===== config.mk =====
export PLATFORM = sky130hd
export DESIGN_NAME = bec_operand_sequencer
export DESIGN_NICKNAME = d
export VERILOG_FILES = /design/src/rtl/bec_operand_sequencer.sv
export SDC_FILE = /design/constraint.sdc
export NUM_CORES = 2
export LEC_CHECK = 0
export CAP_MARGIN = 20
export CORE_AREA = 2 2 579 581
export DETAILED_ROUTE_END_ITERATION = 6
export DIE_AREA = 0 0 581 583
export PLACE_DENSITY = 0.36
export SLEW_MARGIN = 10
export SYNTH_ARGS = -nofsm -noshare
export SYNTH_HDL_FRONTEND = slang
export SYNTH_SLANG_ARGS = --single-unit

===== constraint.sdc =====
create_clock -name wb_clk_i -period 3.63 [get_ports wb_clk_i]
set_input_delay 0.726 -clock wb_clk_i [delete_from_list [all_inputs] [get_ports wb_clk_i]]
set_output_delay 0.726 -clock wb_clk_i [all_outputs]
set_load 0.1 [all_outputs]

===== src/rtl/bec_operand_sequencer.sv =====
// Captures the six BEC operands from the LA controller, then steps the core once per key bit via ki/next_key.
// Per-bit latency is L+3 cycles for a core answering in L cycles; capture is strobe-driven, with no backpressure.
module bec_operand_sequencer #(
  parameter int NBITS = 163,
  parameter int CNTW  = 8
) (
  input  logic             wb_clk_i,
  input  logic             wb_rst_i,
  input  logic             load_data,
  input  logic [2:0]       load_status,
  input  logic             trigLoad,
  input  logic [NBITS-1:0] data_in,
  input  logic             master_ena_proc,
  input  logic             ki,
  output logic             next_key,
  output logic             slv_done,
  output logic [3:0]       becStatus,
  output logic [NBITS-1:0] result_out,
  output logic [NBITS-1:0] w1,
  output logic [NBITS-1:0] z1,
  output logic [NBITS-1:0] w2,
  output logic [NBITS-1:0] z2,
  output logic [NBITS-1:0] inv_w0,
  output logic [NBITS-1:0] d,
  output logic             core_ki,
  output logic             core_start,
  input  logic             core_step_done,
  input  logic [NBITS-1:0] core_result
);

  typedef enum logic [3:0] {
    S_IDLE   = 4'd0,
    S_LOAD   = 4'd1,
    S_STEP   = 4'd2,
    S_WAIT   = 4'd3,
    S_SHIFT  = 4'd4,
    S_SETTLE = 4'd5,
    S_FIN    = 4'd6,
    S_DONE   = 4'd7,
    S_ABORT  = 4'd8
  } state_t;

  state_t          state;
  logic            trig_q;
  logic            err;
  logic [5:0]      loaded_mask;
  logic [CNTW-1:0] cnt;
  logic            cap_en;
  logic [2:0]      code;

  assign cap_en = load_data && trigLoad && !trig_q && (state == S_IDLE || state == S_LOAD);

  always_comb begin
    code = state[2:0];
    if (state == S_ABORT) code = 3'd3;
  end

  assign becStatus = {err, code};

  // core_start and core_ki are loaded on entry to STEP so the pulse and key bit are both visible during STEP
  always_ff @(posedge wb_clk_i) begin
    if (!wb_rst_i) begin
      state       <= S_IDLE;
      trig_q      <= 1'b0;
      err         <= 1'b0;
      loaded_mask <= '0;
      cnt         <= '0;
      w1          <= '0;
      z1          <= '0;
      w2          <= '0;
      z2          <= '0;
      inv_w0      <= '0;
      d           <= '0;
      result_out  <= '0;
      next_key    <= 1'b0;
      core_start  <= 1'b0;
      core_ki     <= 1'b0;
      slv_done    <= 1'b0;
    end else begin
      trig_q     <= trigLoad;
      next_key   <= 1'b0;
      core_start <= 1'b0;

      if (cap_en) begin
        case (load_status)
          3'd0: begin w1     <= data_in; loaded_mask[0] <= 1'b1; end
          3'd1: begin z1     <= data_in; loaded_mask[1] <= 1'b1; end
          3'd2: begin w2     <= data_in; loaded_mask[2] <= 1'b1; end
          3'd3: begin z2     <= data_in; loaded_mask[3] <= 1'b1; end
          3'd4: begin inv_w0 <= data_in; loaded_mask[4] <= 1'b1; end
          3'd5: begin d      <= data_in; loaded_mask[5] <= 1'b1; end
          default: err <= 1'b1;
        endcase
      end

      case (state)
        S_IDLE: if (load_data) state <= S_LOAD;
        S_LOAD: begin
          if (master_ena_proc) begin
            if (loaded_mask == 6'h3F) begin
              state      <= S_STEP;
              core_start <= 1'b1;
              core_ki    <= ki;
            end else begin
              err <= 1'b1;
            end
          end
        end
        S_STEP: state <= S_WAIT;
        S_WAIT: begin
          if (core_step_done) begin
            state    <= S_SHIFT;
            next_key <= 1'b1;
          end else if (!master_ena_proc) begin
            state <= S_ABORT;
          end
        end
        S_SHIFT: begin
          cnt <= cnt + 1'b1;
          if (cnt == CNTW'(NBITS - 1)) state <= S_FIN;
          else                         state <= S_SETTLE;
        end
        S_SETTLE: begin
          state      <= S_STEP;
          core_start <= 1'b1;
          core_ki    <= ki;
        end
        S_FIN: begin
          result_out <= core_result;
          slv_done   <= 1'b1;
          state      <= S_DONE;
        end
        S_DONE: begin
          if (!master_ena_proc) begin
            loaded_mask <= '0;
            cnt         <= '0;
            slv_done    <= 1'b0;
            state       <= S_IDLE;
          end
        end
        S_ABORT: begin
          cnt   <= '0;
          state <= S_LOAD;
        end
        default: state <= S_IDLE;
      endcase
    end
  end

endmodule

==> metrics.yaml <==
fin_ws_ps: 513
mappedNetlistArea_um2: 40800
ctsResizeCount: 0
syn2layout_area_growth_pct: 58.5
startpoint_type: "register"
die_h_um: 583
end_kind: "output port"
post_cts_buffers: 0
hp-class: "input port to register"
synth_xor_area_share_pct: 0.0215
dr_total_vias: 38500
required_ps: 2900
ios: 1485
path_class: "register to output port"
crit_path_top_delay_cell: "clkdlybuf4s50_1"
fmax_mhz: 321
clk_pin_slew_ps: 60
first_global_vias: 38100
routedWlPerCell_um: 22.3
cp_max_fo: 2
cpPeakStageDelay_ps: 1220
setup_viol: 0
drive_above_1_share_pct: 11.8
io_buffers: 1484
tns_ps: 0
grt_max_degree: 159
synth_area_leader_cell: "dfxtp_1"
clockBufferDepth: 4
dp.final_hpwl_um: 179000
syn_avg_cell_area_um2: 8.56
status: "finished clean"
synth-async-reset-ratio_pct: 0
drv_cap: 0
pre_cts_ws_ps: 454
antenna_found_initial: 22
drt_iter0_markers: 2150
grt_usage_pct: 13.3
fin_crit_ps: 3120
hold_slack_ps: 389
cts_tree: "built"
synth_cell_types: 49
fin_util_pct: 19.5
synth-compound-area-share_pct: 10.6
path_cells: "clkdlybuf4s50_1"
synth-simple-area-share_pct: 19.7
dr.pass1.iters: 5
clk_latency_ps: 820
wirelength_um: 237000
slew_violations: 0
powerDensity_nw_per_um2: 490
syn_nets: 5100
cts_root_buf: "clkbuf_16"
drtAntennaViolNets: 0
max-vdd-ir-drop_v: 0.000332
synthTopCellsByArea: "dfxtp_1 57%, nand2_1 15%, mux2i_1 8.2%"
yosys_warnings: 0
synth-main-ff-cell: "dfxtp_1"
dieWidth_um: 581
grt_pass1_wl_um: 320000
yosysMostFrequentCell: "nand2_1"
worstMarginPinSlew_ps: 1170
synth_top_cells_by_count: "1642 x nand2_1, 1165 x dfxtp_1, 661 x a21oi_1, 334 x mux2i_1, 216 x clkbuf_1"
synth_top_area_share_pct: 57.2
slew_headroom_pct: 21.7
htree_levels: 4
fin_skew_ps: 63.1
core_um2: 332000
vias_per_cell: 3.62
cp.arrival_ps: 2390
rsz0062_at_grt: "false"
min_period_over_period_pct: 85.9
synthAdderAreaFrac_pct: 0.0614
synth_seq_cells: 1165
hold_violations: 0
hold_buffers: 0
synth_enable_flop_cells: 0
cts-buffers-inserted: 154
worst-path-buf-inv: 1
seq_area_frac_synth_pct: 57.2
muxShareOfSynthArea_pct: 8.20
globalplace.congestion: 0.809
start_util_pct: 12.3
drc_errors: 0
netlist_instances: 4762
gr-total-overflow: 0
crit_family: "buffers and inverters"
num_rows: 212
cts.sinks: 1165
fin_nets: 6475
synth_top_family_by_area: "simple AND/OR/NAND/NOR gates"
leakage_nw: 24.4
dieArea_um2: 339000
state kept, by name, summed over array words and instances (netlist names):
| name | flops |
|---|---|
| core_ki | 1 |
| z2 | 163 |
| slv_done | 1 |
| w1 | 163 |
| loaded_mask | 6 |
| trig_q | 1 |
| inv_w0 | 163 |
| next_key | 1 |
| cnt | 8 |
| d | 163 |
| result_out | 163 |
| w2 | 163 |
| core_start | 1 |
| err | 1 |
| z1 | 163 |
| state | 4 |
final cells by class:
type | instances | area, um^2
inverter | 5 | 26.3
timing repair buffer | 1593 | 15200
fill | 37000 | 268000
multi-input combinational | 3218 | 15800
clock buffer | 225 | 4410
tap | 4387 | 5490
antenna | 7 | 17.5
clock inverter | 41 | 432
sequential | 1165 | 23300
metal layers:
metal | part of all wire [%] | GRT usage [%]
met5 | 0.017 | 0
met4 | 4.0 | 5.29
met3 | 9.4 | 5.30
met2 | 47 | 22.3
met1 | 40 | 15.1
through the flow:
stage,instances,power (mW),cell area [um^2]
after floorplan,4762,15.4,40800
after global placement,10400,17.0,59800
after detailed placement,10400,17.0,59800
after CTS,10600,32.4,64600
after global routing,10600,32.9,64700
final,10600,31.6,64700
cell families (layout without fill, tap and decap cells):
family / after synthesis / count (layout)
and+or+nand+nor: 2032 / 2032
DFF: 1165 / 1165
AOI/OAI and AO/OA: 849 / 849
buffers and inverters: 379 / 1864
muxes: 334 / 334
adders and majority gates: 2 / 2
xor gates and xnor gates: 1 / 1
other: 0 / 7
layout by cell type (no fill, tap or decap), types with 3 or more instances in the layout:
cell type        instances
a21oi_1                661
buf_12                  41
buf_2                    4
buf_4                  457
bufinv_16                4
clkbuf_1                44
clkbuf_16              156
clkbuf_8                25
clkdlybuf4s50_1       1090
clkinv_2                20
clkinv_4                 3
clkinvlp_4               5
dfxtp_1               1165
diode_2                  7
inv_1                    4
inv_6                    4
mux2i_1                334
nand2_1               1642
nand2b_1                 7
nand3_1                170
nand4_1                  5
nand4b_1                 4
nor2_1                 169
nor2b_1                  7
nor3_1                   3
o21a_1                   5
o21ai_0                165
power breakdown:
group          internal (mW)  switching (mW)
sequential              13.0           0.147
clock                   8.74            6.22
combinational          0.890            2.67
worst paths after layout:
kind,startpoint,end,slack (ps),cells past startpoint
min reg2reg,z2[17],z2[17],450,2
min,wb_rst_i,d[110],390,3
max,inv_w0[130],inv_w0[130],510,1
max reg2reg,state[3],inv_w0[92],770,6
Note: power is estimated with default switching activity, not from simulation.
